File: config.mk
export PLATFORM = sky130hd
export DESIGN_NAME = uart_tx_mmio
export DESIGN_NICKNAME = d
export VERILOG_FILES = /design/src/rtl/uart_tx_mmio.sv
export SDC_FILE = /design/constraint.sdc
export NUM_CORES = 1
export LEC_CHECK = 0
export BUFFER_PORTS_ARGS = -buffer_cell sky130_fd_sc_hd__buf_2
export CAP_MARGIN = 0
export CORE_MARGIN = 2
export CORE_UTILIZATION = 54
export DETAILED_ROUTE_END_ITERATION = 10
export HOLD_SLACK_MARGIN = 0.05
export PLACE_DENSITY = 0.88
export SLEW_MARGIN = 20
export SYNTH_ARGS = -nofsm -noshare
export SYNTH_HDL_FRONTEND = slang
export SYNTH_SLANG_ARGS = --single-unit
File: constraint.sdc
create_clock -name clk -period 2.85 [get_ports clk]
set_input_delay 0.285 -clock clk [delete_from_list [all_inputs] [get_ports clk]]
set_output_delay 0.285 -clock clk [all_outputs]
set_load 0.01 [all_outputs]
File: src/rtl/uart_tx_mmio.sv
// Memory-mapped 8N1 UART transmitter: 16-byte register window on the data bus,
// TX FIFO feeding a start/data/stop serialiser. Register reads are combinational.
module uart_tx_mmio #(
    parameter logic [31:0] BASE_ADDR  = 32'h0000_1000,
    parameter int          CLK_DIV    = 16,
    parameter int          FIFO_DEPTH = 8
) (
    input  logic        clk,
    input  logic        rst,
    input  logic [31:0] dmem_addr,
    input  logic [31:0] dmem_wdata,
    input  logic        dmem_wen,
    input  logic [3:0]  dmem_wr_mask,
    output logic [31:0] dmem_rdata,
    output logic        sel,
    output logic        tx
);
    localparam int AW = $clog2(FIFO_DEPTH);
    localparam int BW = $clog2(CLK_DIV);
    localparam logic [BW-1:0] BAUD_LAST = BW'(CLK_DIV - 1);

    localparam logic [1:0] ST_IDLE  = 2'd0;
    localparam logic [1:0] ST_START = 2'd1;
    localparam logic [1:0] ST_DATA  = 2'd2;
    localparam logic [1:0] ST_STOP  = 2'd3;

    logic [AW:0]    r_wptr, r_rptr;
    logic [7:0]     r_mem [FIFO_DEPTH];
    logic           r_ovf, r_tx_en;
    logic [1:0]     r_state;
    logic [BW-1:0]  r_baud;
    logic [2:0]     r_bit;
    logic [7:0]     r_shift;
    logic           r_tx;

    logic           w_wr, w_wr_data, w_wr_status, w_wr_ctrl;
    logic [AW:0]    w_count;
    logic [7:0]     w_count8;
    logic           w_empty, w_full, w_busy, w_baud_done;
    logic           w_pop, w_push, w_shift_adv;
    logic [7:0]     w_head;
    logic           w_unused;

    assign sel         = (dmem_addr[31:4] == BASE_ADDR[31:4]);
    assign w_wr        = sel & dmem_wen & dmem_wr_mask[0];
    assign w_wr_data   = w_wr && (dmem_addr[3:2] == 2'd0);
    assign w_wr_status = w_wr && (dmem_addr[3:2] == 2'd1);
    assign w_wr_ctrl   = w_wr && (dmem_addr[3:2] == 2'd2);
    assign w_unused    = ^{dmem_wdata[31:8], dmem_addr[1:0], dmem_wr_mask[3:1]};

    // Pointers carry an extra wrap bit so full and empty are distinguishable.
    assign w_count  = r_wptr - r_rptr;
    assign w_count8 = 8'(w_count);
    assign w_empty  = (r_wptr == r_rptr);
    assign w_full   = (r_wptr[AW] != r_rptr[AW]) && (r_wptr[AW-1:0] == r_rptr[AW-1:0]);
    assign w_head   = r_mem[r_rptr[AW-1:0]];

    assign w_busy      = (r_state != ST_IDLE);
    assign w_baud_done = (r_baud == BAUD_LAST);
    // Popping at the end of STOP lets the next start bit follow with no gap.
    assign w_pop       = !w_empty && r_tx_en &&
                         ((r_state == ST_IDLE) || ((r_state == ST_STOP) && w_baud_done));
    assign w_push      = w_wr_data && (!w_full || w_pop);
    assign w_shift_adv = (r_state == ST_DATA) && w_baud_done;

    always_ff @(posedge clk) begin
        if (rst) begin
            r_wptr  <= '0;
            r_rptr  <= '0;
            r_ovf   <= 1'b0;
            r_tx_en <= 1'b1;
        end else begin
            if (w_push) r_wptr <= r_wptr + 1'b1;
            if (w_pop)  r_rptr <= r_rptr + 1'b1;
            if (w_wr_status)
                r_ovf <= 1'b0;
            else if (w_wr_data && w_full && !w_pop)
                r_ovf <= 1'b1;
            if (w_wr_ctrl) r_tx_en <= dmem_wdata[0];
        end
    end

    always_ff @(posedge clk) begin
        if (w_push) r_mem[r_wptr[AW-1:0]] <= dmem_wdata[7:0];
    end

    always_ff @(posedge clk) begin
        if (w_pop)
            r_shift <= w_head;
        else if (w_shift_adv)
            r_shift <= {1'b0, r_shift[7:1]};
    end

    // tx is loaded with the level of the state being entered, so it stays registered.
    always_ff @(posedge clk) begin
        if (rst) begin
            r_state <= ST_IDLE;
            r_baud  <= '0;
            r_bit   <= '0;
            r_tx    <= 1'b1;
        end else begin
            case (r_state)
                ST_IDLE: begin
                    if (w_pop) begin
                        r_state <= ST_START;
                        r_baud  <= '0;
                        r_tx    <= 1'b0;
                    end
                end
                ST_START: begin
                    if (w_baud_done) begin
                        r_baud  <= '0;
                        r_bit   <= '0;
                        r_state <= ST_DATA;
                        r_tx    <= r_shift[0];
                    end else begin
                        r_baud <= r_baud + BW'(1);
                    end
                end
                ST_DATA: begin
                    if (w_baud_done) begin
                        r_baud <= '0;
                        if (r_bit == 3'd7) begin
                            r_state <= ST_STOP;
                            r_tx    <= 1'b1;
                        end else begin
                            r_bit <= r_bit + 3'd1;
                            r_tx  <= r_shift[1];
                        end
                    end else begin
                        r_baud <= r_baud + BW'(1);
                    end
                end
                ST_STOP: begin
                    if (w_baud_done) begin
                        r_baud <= '0;
                        if (w_pop) begin
                            r_state <= ST_START;
                            r_tx    <= 1'b0;
                        end else begin
                            r_state <= ST_IDLE;
                        end
                    end else begin
                        r_baud <= r_baud + BW'(1);
                    end
                end
                default: begin
                    r_state <= ST_IDLE;
                    r_tx    <= 1'b1;
                end
            endcase
        end
    end

    assign tx = r_tx;

    always_comb begin
        dmem_rdata = 32'h0;
        if (sel) begin
            case (dmem_addr[3:2])
                2'd1:    dmem_rdata = {16'h0, w_count8, 4'h0, r_ovf, w_busy, w_empty, w_full};
                2'd2:    dmem_rdata = {31'h0, r_tx_en};
                default: dmem_rdata = 32'h0;
            endcase
        end
    end
endmodule

==> out/metrics.sh, run 1 <==
CRITICAL_PATH.MAX_FANOUT=8
PLACED_AREA_SQ_MM=0.00486
FINAL_AREA_SQ_MM=0.00508
FINAL_MAX_SLEW_VIOL_COUNT=0
POST_SYNTH_NUM_CELL_TYPES=51
CP_DATA_ARRIVAL_TIME_NS=2.52
PORT_BUFFERS=51
TRITONCTS='yes'
RSZ0062_AT_GRT='no'
DRTANTENNAVIOLNETS=0
CORE.ROWCOUNT=33
ANTENNA_FOUND_INITIAL=0
STARTING_DENSITY_OF_THE_CORE=0.555
NUMCLOCKSINKS=95
POWER.LEAKAGE_nW=1.85
PWR-SHARE-CLK=0.290
ACHIEVABLE-FREQUENCY_MHz=398
CELLPOWERDENSITY_mW_PER_MM2=625
TIMING.HOLD.WORST.CLASS='primary input to flip-flop'
GRT_PASS1_VIAS=2687
HOLD_VIOL=0
POSTCTSHOLDBUFS=0
ASYNC_FLOP_SHARE=0
SETUP-TNS-FINAL_NS=0
GP_CONGESTION=0.824
IR_WORST_VDD_mV=0.459
INSERTION_DELAY_NS=0.38
SETUP_VIOL=0
HTREE_NUM_LEVELS=3
CRITICAL_PATH.STARTPOINT_TYPE='flip-flop'
CTS-BUFFERS-INSERTED=9
POST_SYNTH_MAIN_AREA_CONTRIBUTORS='edfxtp_1 47%, dfxtp_1 10%, mux4_2 7.9%'
GRT_START_MAX_NET_PINS=23
POST_SYNTH_MOST_FREQUENT_CELLS='72 x edfxtp_1, 28 x nor2_1, 26 x buf_4'
POST_DRT_VIA_CELL_RATIO=5.58
DRT_ITER0_DRC=143
MAIN_FLOP_TYPE_AFTER_SYNTHESIS='edfxtp_1'
SYNTHDOMINANTCELLAREASHARE=0.474
MAX_CAP_VIOLATIONS=0
CTS_SETUP_BUFFERS=0
NUM-NETS-FINAL=479
DETAIL_ROUTE.WL_PER_CELL_UM=16.3
INTERNAL_POWER_mW=2.22
POWER_SWITCHING_SHARE=0.300
IO-PIN-COUNT=105
CLKTRANSATPATHREGS_NS=0.11
OUTCOME='finished clean'
CRIT_PATH_END_KIND='flip-flop'
MIN_PERIOD_NS=2.51
NET-SWITCHING-POWER_uW=953
SYNTHESIS.INSTANCES=332
MAPPEDNETLISTAREA_SQ_MM=0.00456
DIE_W_UM=95.9
VIAS=2798
CRIT_REQUIRED_NS=2.86
GRT_FIRST_PASS_WIRELENGTH_UM=13200
DIE_AREA_SQ_MM=0.00920
SYNTH_ENABLE_FLOP_CELLS=72
GRT.TOTAL_USAGE=0.194
SYNTHTOLAYOUTAREAGROWTH_PCT=11.3
DESIGN.CORE.AREA_SQ_MM=0.00822
PWR-SHARE-SEQ=0.504
OVERALL_DIE_HEIGHT_UM=95.9
WORST_PIN_SLEW_NS=0.803
CTS_REPAIR_RESIZE_COUNT=0
FINALCLOCKSKEW_NS=0.00945
CTSLONGESTPATHBUFFERS=2
HPWL_UM=5580
DRIVE_GT1_FRAC=0.283
GR-TOTAL-OVERFLOW=0
DRT_PASS1_ITERATIONS=4
TOTAL_OF_WARNINGS_RAISED_BY_YOSYS=0
ROUTE.DETAILED.DRC=0
WIRELENGTH_UM=8160
YOSYSMOSTFREQUENTCELL='edfxtp_1'
PROPORTION_OF_SYNTHESIZED_CHIP_AREA_IN_SEQUENTIAL_CELLS=0.575
CLOCK_TREE_ROOT_DRIVER_CELL='clkbuf_8'
YOSYS_REGISTER_BITS=95
FINAL.PERIOD_UTILIZATION=0.881
COMBINATIONALPOWERSHARE=0.205
INSERTEDDIODECOUNT=0
POST-LAYOUT-TOTAL-POWER_mW=3.17
YOSYS.AREA.TOP_TYPE='edfxtp_1'
TIMING.SLEW.HEADROOM=0.463
CRITPATHKIND='flip-flop to flip-flop'
SYNTHESIZED_AREA_DIVIDED_BY_SYNTHESIZED_CELL_COUNT_SQ_UM=13.7
[through the flow]
stage	util	std cells	hold WS (ns)	setup WS, ns
after floorplan	-	355	0.384	0.386
after global placement	0.592	485	0.458	0.218
after detailed placement	0.592	485	0.475	0.145
after CTS	0.618	501	0.146	0.310
after global routing	0.618	501	0.155	0.0685
final	0.618	501	0.158	0.340
[final cells by class]
class                   instances  area, sq um
fillers                       611         3140
inverters                       9         33.8
multi-input cells             214         1740
clock inverters                 7         91.3
repair buffers                 62          338
well taps                     105          131
flip-flops and latches         95         2620
clock buffers                   9          124
[path summary, 6_finish.rpt]
path	end	cells past startpoint	slack, ns	from
max	r_mem[3][1]$_DFFE_PP_	7	0.34	r_state[0]$_SDFFE_PP0P_
min	r_mem[0][3]$_DFFE_PP_	1	0.16	dmem_wdata[3]
max reg2reg	r_mem[3][1]$_DFFE_PP_	7	0.34	r_state[0]$_SDFFE_PP0P_
min reg2reg	r_baud[1]$_SDFFE_PP0P_	2	0.49	r_baud[1]$_SDFFE_PP0P_
[metal layers]
metal / vias up / global-route usage / part of all wire / wire, um
li1: 1305 / - / - / -
met1: 1398 / 0.255 / 0.42 / 3450
met2: 81 / 0.315 / 0.51 / 4170
met3: 14 / 0.0493 / 0.047 / 381
met4: 0 / 0.0702 / 0.019 / 157
met5: - / 0 / 0 / 0
[worst max-delay path, stage by stage, from the launching register on]
cell      delay (ns)
dfxtp_1         0.37
inv_1           0.14
ha_1            0.26
a41o_1          0.20
a211oi_4        0.12
nor3_4          0.23
nand2b_1        0.17
nor2_1          0.64
[kinds of logic after synthesis]
logic type / count (synthesis) / share of synthesized area
DFF: 95 / 0.575
and+or+nand+nor: 95 / 0.133
buffers and inverters: 46 / 0.0636
AOI/OAI and AO/OA: 42 / 0.0590
muxes: 27 / 0.103
adders and majority gates: 17 / 0.0483
xor gates and xnor gates: 9 / 0.0173
other: 1 / 0.000822
[registers in the layout, summed over array words and instances (netlist names), named ones only]
register / cells
tx: 1
r_wptr: 4
r_state: 2
r_tx_en: 1
r_mem: 64
r_bit: 3
r_ovf: 1
r_rptr: 4
r_baud: 4
r_shift: 8
[cell usage in the layout, fill, tap and decap left out, types with 3 or more instances in the layout]
master,netlist,routed
a22oi_1,3,3
buf_4,26,11
nand2_1,25,25
edfxtp_1,72,72
o21ai_1,12,12
and3_1,3,3
xnor2_1,7,7
inv_1,9,9
ha_1,16,16
buf_2,0,51
inv_8,0,3
nand2b_1,3,3
nand3_1,5,5
nor3_1,7,7
nor4_2,3,3
conb_1,1,24
nor2_1,28,28
dfxtp_1,23,23
nor4_4,3,3
o21ai_0,4,4
mux4_2,16,16
clkbuf_8,2,9
a21oi_1,12,12
mux2i_1,11,11
[power by group through the flow]
stage | combinational, mW | clock, mW | sequential [mW]
after floorplan | 0.534 | 0 | 1.62
after CTS | 0.658 | 0.944 | 1.60
final | 0.652 | 0.921 | 1.60
after detailed placement | 0.655 | 0 | 1.63
after global routing | 0.725 | 1.00 | 1.61
after global placement | 0.630 | 0 | 1.63
No activity file was read; power rests on OpenSTA's default activity.
==> inputs of run 2 (changes only) <==
Settings changed: ABC_AREA set to 1.
==> run 2 against run 1 <==
  * Clock-buffer cell count is the same
  * Sequential power shrank 6%
  * First-iteration DRC count grew 120%
  * Worst hold slack lost 0.010 ns
  * Combinational power shrank 67%
  * Total power shrank 17%
  * Via count grew 24%
  * Sequential cell count is the same
  * Clock skew grew 0.0050 ns
  * Critical path type unchanged
  * Largest power group unchanged
==> out/metrics.sh, run 2 <==
OUTCOME='finished clean'
CRIT_PATH_END_KIND='flip-flop'
TIMING.HOLD.WORST.CLASS='primary input to flip-flop'
POST_SYNTH_NUM_CELL_TYPES=38  # -25%
GRT_START_MAX_NET_PINS=34  # +48%
WORST-R2R-SETUP-SLACK_NS=0.46  # +0.12 ns
SYNTHDOMINANTCELLAREASHARE=0.462  # -0.0118
WORST_HOLD_PATH.NUM_CELLS=2  # +1
POWER.LEAKAGE_nW=2.09  # +13%
SYNTHESIS.INSTANCES=479  # +44%
NUMCLOCKSINKS=95  # unchanged
PROPORTION_OF_SYNTHESIZED_CHIP_AREA_IN_SEQUENTIAL_CELLS=0.560  # -0.0143
FINAL_CELL_MIX='95 x nor2_1, 72 x edfxtp_1, 58 x nand2_1, 53 x inv_1, 51 x buf_2'
CTS_SETUP_BUFFERS=0  # unchanged
MIN_PERIOD_NS=2.39  # -0.116 ns
DIE_W_UM=97.1  # +1.2%
POSTCTSHOLDBUFS=0  # unchanged
OVERALL_DIE_HEIGHT_UM=97.1  # +1.2%
STARTING_DENSITY_OF_THE_CORE=0.564  # +0.00849
CTS_REPAIR_RESIZE_COUNT=0  # unchanged
MAPPEDNETLISTAREA_SQ_MM=0.00468  # +2.6%
FINALCLOCKSKEW_NS=0.0145  # +0.00501 ns
YOSYS_REGISTER_BITS=95  # unchanged
CLKTRANSATPATHREGS_NS=0.11  # about the same
ACHIEVABLE-FREQUENCY_MHz=418  # +4.8%
ANTENNA_FOUND_INITIAL=0  # unchanged
MOSTFREQUENTLAYOUTCELL='nor2_1'
SYNTHESIZED_AREA_DIVIDED_BY_SYNTHESIZED_CELL_COUNT_SQ_UM=9.77  # -29%
CP_DATA_ARRIVAL_TIME_NS=2.47  # -0.05 ns
SETUP-TNS-FINAL_NS=0  # unchanged
DRT_PASS1_ITERATIONS=4  # unchanged
CRITICAL_PATH.REG2REG.ENDPOINT='r_mem[0][0]$_DFFE_PP_'
TIMING.RR.START='r_wptr[0]$_SDFFE_PP0P_'
CRIT_FAMILY='simple AND/OR/NAND/NOR gates'
ROUTE.DETAILED.DRC=0  # unchanged
HTREE_NUM_LEVELS=3  # unchanged
PORT_BUFFERS=51  # unchanged
WORST_PATH_LARGEST_CELL_DELAY_NS=0.45  # -0.19 ns
INSERTEDDIODECOUNT=0  # unchanged
LARGEST_REGISTER_FF_COUNT=64  # unchanged
MAX_CAP_VIOLATIONS=0  # unchanged
GR-TOTAL-OVERFLOW=0  # unchanged
GRT_FIRST_PASS_WIRELENGTH_UM=15600  # +18%
GRT_PASS1_VIAS=3333  # +24%
IR_WORST_VDD_mV=0.328  # -29%
YOSYS.AREA.TOP_TYPE='edfxtp_1'
CRITPATHKIND='flip-flop to flip-flop'
GP_CONGESTION=0.778  # -5.6%
DESIGN.CORE.AREA_SQ_MM=0.00830  # +1.0%
USE_MET3=0.0345  # -0.0148
TIMING.REG2REG.WORST_PATH_DEPTH=12  # +5
FINAL.HOLD.WORST_SLACK_NS=0.148  # -0.0102 ns
CRITICAL_PATH.MAX_FANOUT=8  # unchanged
IO-PIN-COUNT=105  # unchanged
CRITICAL_PATH.STARTPOINT_TYPE='flip-flop'
CELLPOWERDENSITY_mW_PER_MM2=504  # -19%
GRTUSAGEMET1=0.248  # -0.00743
CRIT_SLOWEST_CELL='dfxtp_1'
CORE.ROWCOUNT=33  # unchanged
MET2_USAGE=0.362  # +0.0464
SYNTHTOLAYOUTAREAGROWTH_PCT=11.5
ASYNC_FLOP_SHARE=0  # unchanged
DETAIL_ROUTE.WL_PER_CELL_UM=14.5  # -11%
DRIVE_GT1_FRAC=0.175  # -0.108
CLOCK_TREE_ROOT_DRIVER_CELL='clkbuf_8'
VIAS=3462  # +24%
DRTANTENNAVIOLNETS=0  # unchanged
CTS-BUFFERS-INSERTED=9  # unchanged
POST_SYNTH_MAIN_AREA_CONTRIBUTORS='edfxtp_1 46%, dfxtp_1 9.8%, nor2_1 7.6%'
SYNTH_ENABLE_FLOP_CELLS=72  # unchanged
DIE_AREA_SQ_MM=0.00943  # +2.4%
POST_DRT_VIA_CELL_RATIO=5.33  # -4.5%
WORSTHOLDSTART='rst'
GRT.TOTAL_USAGE=0.207  # +0.0123
CRITICAL_PATH_BUF_INV_COUNT=3  # +2
NUM-NETS-FINAL=627  # +31%
TIMING.CRITICAL_PATH.MODE_CELL='nand2_2'
HOLD_VIOL=0  # unchanged
HOLD-PATH-ENDPOINT='r_state[0]$_SDFFE_PP0P_'
WIRELENGTH_UM=9390  # +15%
TOTAL_OF_WARNINGS_RAISED_BY_YOSYS=0  # unchanged
DRT_ITER0_DRC=315  # +120%
CP_CELL_SEQUENCE='inv_1, ha_1, nand2_1, nor2_1, nand2_2, nand3_2, nand2_2, inv_2, nor2_8, nand2_4, nor3_1, buf_4'
SETUP_VIOL=0  # unchanged
HPWL_UM=6720  # +20%
FINAL.PERIOD_UTILIZATION=0.840  # -0.0407
TRITONCTS='yes'
RSZ0062_AT_GRT='no'
CRIT_REQUIRED_NS=2.93  # +0.07 ns
MAIN_FLOP_TYPE_AFTER_SYNTHESIS='edfxtp_1'
INSERTION_DELAY_NS=0.38  # about the same
YOSYSMOSTFREQUENTCELL='nor2_1'
MOST_UTILIZED_LAYER_IN_THE_GLOBAL_ROUTE_RESULT='met2'
POST_SYNTH_MOST_FREQUENT_CELLS='95 x nor2_1, 72 x edfxtp_1, 58 x nand2_1'
FINAL_MAX_SLEW_VIOL_COUNT=0  # unchanged
CTSLONGESTPATHBUFFERS=2  # unchanged
run 2: logic make-up after synthesis:
kind of cell / Yosys count / share of synthesized area
other: 1 / 0.000801
adders and majority gates: 17 / 0.0471
xor gates and xnor gates: 4 / 0.00909
and+or+nand+nor: 188 / 0.175
buffers and inverters: 92 / 0.0955
muxes: 7 / 0.0150
AOI/OAI and AO/OA: 75 / 0.0976
DFF: 95 / 0.560
run 2: worst max-delay path by stage:
stage / to / cells after the start / from / slack, ns
2_1_floorplan: r_mem[1][0]$_DFFE_PP_ / 11 / r_wptr[0]$_SDFFE_PP0P_ / 0.41
5_1_grt: r_mem[0][0]$_DFFE_PP_ / 12 / r_wptr[0]$_SDFFE_PP0P_ / 0.26
3_3_place_gp: r_mem[3][3]$_DFFE_PP_ / 12 / r_wptr[0]$_SDFFE_PP0P_ / 0.64
3_5_place_dp: r_mem[0][6]$_DFFE_PP_ / 12 / r_wptr[0]$_SDFFE_PP0P_ / 0.50
6_report: r_mem[0][0]$_DFFE_PP_ / 12 / r_wptr[0]$_SDFFE_PP0P_ / 0.46
4_1_cts: r_mem[0][0]$_DFFE_PP_ / 12 / r_wptr[0]$_SDFFE_PP0P_ / 0.47
run 2: through the flow:
stage               instance area [sq um]  worst slack, ns  power, mW   util  std cells
finish                               5220            0.456       2.63  0.629        649
CTS                                  5220            0.472       2.64  0.629        649
detailed placement                   5000            0.495       1.75  0.603        633
global route                         5220            0.265       2.74  0.629        649
floorplan                            4770            0.406       1.70      -        502
global placement                     5000            0.641       1.74  0.603        633
run 2: report_power, final:
| part | switching [mW] | internal [mW] | total [mW] |
|---|---|---|---|
| Clock | 0.548 | 0.360 | 0.908 |
| Sequential | 0.0119 | 1.50 | 1.51 |
| Combinational | 0.136 | 0.0778 | 0.214 |
| Total | 0.697 | 1.93 | 2.63 |
run 2: area by class of cell:
type                       instances  area [sq um]
clock buffer                       9           124
clock inverter                     7          91.3
fill                             635          3080
inverter                          55           206
multi-input combinational        315          1700
sequential                        95          2620
tap                              105           131
timing repair buffer              63           345
run 2: routing by layer:
metal / share of wire / up-vias / wire length, um
met4: 0.025 / 0 / 235
met2: 0.52 / 130 / 4870
met3: 0.057 / 22 / 531
met5: 0 / - / 0
met1: 0.40 / 1616 / 3760
li1: - / 1694 / -
==> inputs of run 3 (changes only) <==
Settings changed: ABC_AREA 1 to 0.
Clock period 2.85 ns to 2.3 ns, I/O delays scaled along.
==> run 3 against run 2 <==
  * Worst hold slack lost 0.031 ns
  * Register-to-register slack lost 0.34 ns
  * Clock-buffer cell count is the same
  * Clock power grew 22%
  * Worst setup slack lost 0.34 ns
  * Highest routed layer unchanged
  * Design area shrank 0.17%
  * Via count shrank 18%
  * Critical path type unchanged
  * Global-route usage shrank 0.42 points
  * Routed wire length shrank 8.5%
==> out/metrics.sh, run 3 (synthesis gave the netlist of run 1 again) <==
FINAL_MAX_SLEW_VIOL_COUNT=0  # unchanged
TIMING.REG2REG.WORST_PATH_DEPTH=8  # -4
LARGEST_REGISTER_FF_COUNT=64  # unchanged
RSZ0062_AT_GRT='no'
HTREE_NUM_LEVELS=3  # unchanged
CRITPATHKIND='flip-flop to flip-flop'
DIE_W_UM=95.9  # -1.2%
CRITICAL_PATH.STARTPOINT_TYPE='flip-flop'
TIMING.CRITICAL_PATH.TO='r_mem[2][0]$_DFFE_PP_'
INTERNAL_POWER_mW=2.78  # +44%
ANTENNA_FOUND_INITIAL=0  # unchanged
INSERTEDDIODECOUNT=0  # unchanged
SYNTHTOLAYOUTAREAGROWTH_PCT=14.1
VIAS=2830  # -18%
CLOCK_TREE_ROOT_DRIVER_CELL='clkbuf_8'
CRIT_PATH_START='r_rptr[2]$_SDFFE_PP0P_'
OUTCOME='finished clean'
MIN_PERIOD_NS=2.19  # -0.205 ns
TRITONCTS='yes'
DESIGN.CORE.AREA_SQ_MM=0.00822  # -1.0%
FINALCLOCKSKEW_NS=0.0120  # -0.00245 ns
NUMCLOCKSINKS=95  # unchanged
POWER.LEAKAGE_nW=1.93  # -7.6%
CRITICAL_PATH.MAX_FANOUT=5  # -3
WORST_PIN_SLEW_NS=0.770
WORST-R2R-SETUP-SLACK_NS=0.11  # -0.34 ns
PORT_BUFFERS=51  # unchanged
GP_CONGESTION=0.833  # +7.0%
CTS-BUFFERS-INSERTED=9  # unchanged
GRT.TOTAL_USAGE=0.202  # -0.00415
TIMING.RR.START='r_rptr[2]$_SDFFE_PP0P_'
GRT_START_MAX_NET_PINS=22  # -35%
SETUP-TNS-FINAL_NS=0  # unchanged
CRITICAL_PATH.REG2REG.ENDPOINT='r_mem[2][0]$_DFFE_PP_'
SETUP_VIOL=0  # unchanged
FINAL.PERIOD_UTILIZATION=0.952  # +0.112
OVERALL_DIE_HEIGHT_UM=95.9  # -1.2%
HPWL_UM=6120  # -8.8%
DIE_AREA_SQ_MM=0.00920  # -2.4%
POST_DRT_VIA_CELL_RATIO=5.47  # +2.6%
FINAL_CELL_MIX='72 x edfxtp_1, 51 x buf_2, 27 x nor2_1, 27 x buf_4, 25 x nand2_1'
DRT_ITER0_DRC=165  # -48%
CP_DATA_ARRIVAL_TIME_NS=2.29  # -0.18 ns
DRT_PASS1_ITERATIONS=5  # +1
HOLD_VIOL=0  # unchanged
DRTANTENNAVIOLNETS=0  # unchanged
DRIVE_GT1_FRAC=0.320  # +0.146
ROUTE.DETAILED.DRC=0  # unchanged
POWER_SWITCHING_SHARE=0.298  # +0.0335
PLACED_AREA_SQ_MM=0.00495  # -1.1%
GR-TOTAL-OVERFLOW=0  # unchanged
NET-SWITCHING-POWER_mW=1.18  # +70%
FILL_CELLS=569  # -10%
GRT_PASS1_VIAS=2858  # -14%
DETAIL_ROUTE.WL_PER_CELL_UM=16.6  # +15%
INSERTION_DELAY_NS=0.38  # about the same
PWR-SHARE-CLK=0.279  # -0.066
ACHIEVABLE-FREQUENCY_MHz=457  # +9.4%
PWR-SHARE-SEQ=0.499  # -0.074
CLKTRANSATPATHREGS_NS=0.11  # about the same
MAX_CAP_VIOLATIONS=0  # unchanged
FINAL_AREA_SQ_MM=0.00521  # -0.17%
NUM-NETS-FINAL=495  # -21%
COMBINATIONALPOWERSHARE=0.222  # +0.141
CELLPOWERDENSITY_mW_PER_MM2=762  # +51%
GRT_FIRST_PASS_WIRELENGTH_UM=13700  # -12%
CORE.ROWCOUNT=33  # unchanged
TIMING.HOLD.WORST.CLASS='primary input to flip-flop'
CTSLONGESTPATHBUFFERS=2  # unchanged
IO-PIN-COUNT=105  # unchanged
IR_WORST_VDD_mV=0.580  # +77%
MOSTFREQUENTLAYOUTCELL='edfxtp_1'
WIRELENGTH_UM=8590  # -8.5%
TIMING.SLEW.HEADROOM=0.483
CRIT_PATH_END_KIND='flip-flop'
STARTING_DENSITY_OF_THE_CORE=0.555  # -0.00849
CRIT_REQUIRED_NS=2.40  # -0.53 ns
[run 3: changes by cell type in the layout (fill, tap and decap cells not counted), sizes merged, moves of 8 or more]
cell	before	now
mux4	0	16
inv	59	13
nor2	97	28
nand2	63	25
o211ai	9	1
buf	63	78
o21ai	34	16
[run 3: timing repair]
| action | 4_1_cts | 5_1_grt |
|---|---|---|
| hold endpoints to repair | 0 | 0 |
| gates resized for setup | 0 | 3 |
| hold buffers | 0 | 0 |
| setup endpoints to repair | 0 | 73 |
| setup buffers | 0 | 6 |
[run 3: worst min path at each step]
stage | from | end | slack, ns | cells past startpoint
3_5_place_dp | r_baud[1]$_SDFFE_PP0P_ | r_baud[1]$_SDFFE_PP0P_ | 0.47 | 2
4_1_cts | dmem_wdata[6] | r_mem[4][6]$_DFFE_PP_ | 0.11 | 1
5_1_grt | dmem_wdata[6] | r_mem[5][6]$_DFFE_PP_ | 0.11 | 1
2_1_floorplan | dmem_wdata[0] | r_mem[0][0]$_DFFE_PP_ | 0.33 | 0
6_report | dmem_wdata[3] | r_mem[1][3]$_DFFE_PP_ | 0.12 | 1
3_3_place_gp | r_baud[1]$_SDFFE_PP0P_ | r_baud[1]$_SDFFE_PP0P_ | 0.46 | 2
[run 3: power groups by stage]
| stage | logic, mW | registers, mW | clock network, mW |
|---|---|---|---|
| after CTS | 0.828 | 1.98 | 1.11 |
| after global placement | 0.790 | 2.01 | 0 |
| after detailed placement | 0.822 | 2.02 | 0 |
| after floorplan | 0.661 | 2.01 | 0 |
| after global routing | 0.982 | 1.99 | 1.17 |
| final | 0.881 | 1.98 | 1.11 |
[run 3: critical path, cell delays in order, from the launching register on]
cell      delay (ns)
dfxtp_1         0.39
inv_1           0.07
ha_1            0.36
nand3_4         0.17
a211oi_4        0.09
nor3_4          0.20
nand2b_1        0.15
nor3b_2         0.29
buf_4           0.20
[run 3: area by class of cell]
type,instances,area [sq um],area share
clock buffer,9,124,0.0238
clock inverter,7,81.3,0.0156
inverter,9,33.8,0.00649
multi-input combinational,214,1760,0.337
sequential,95,2620,0.504
tap,105,131,0.0252
timing repair buffer,78,458,0.0879
[run 3: per-layer routing]
layer	vias to the layer above	wire, um	GRT usage	part of all wire
met3	10	448	0.0532	0.052
li1	1343	-	-	-
met1	1383	3250	0.236	0.38
met4	0	110	0.0619	0.013
met2	94	4780	0.365	0.56
met5	-	0	0	0
[run 3: per-stage QoR]
step | hold WS [ns] | setup slack (ns) | power, mW | std cells | util
floorplan | 0.329 | -0.109 | 2.67 | 355 | -
global placement | 0.460 | 0.0417 | 2.80 | 495 | 0.602
detailed placement | 0.473 | -0.0277 | 2.84 | 495 | 0.602
CTS | 0.106 | 0.0468 | 3.92 | 511 | 0.627
global route | 0.113 | 0.0154 | 4.14 | 517 | 0.634
finish | 0.117 | 0.111 | 3.97 | 517 | 0.634
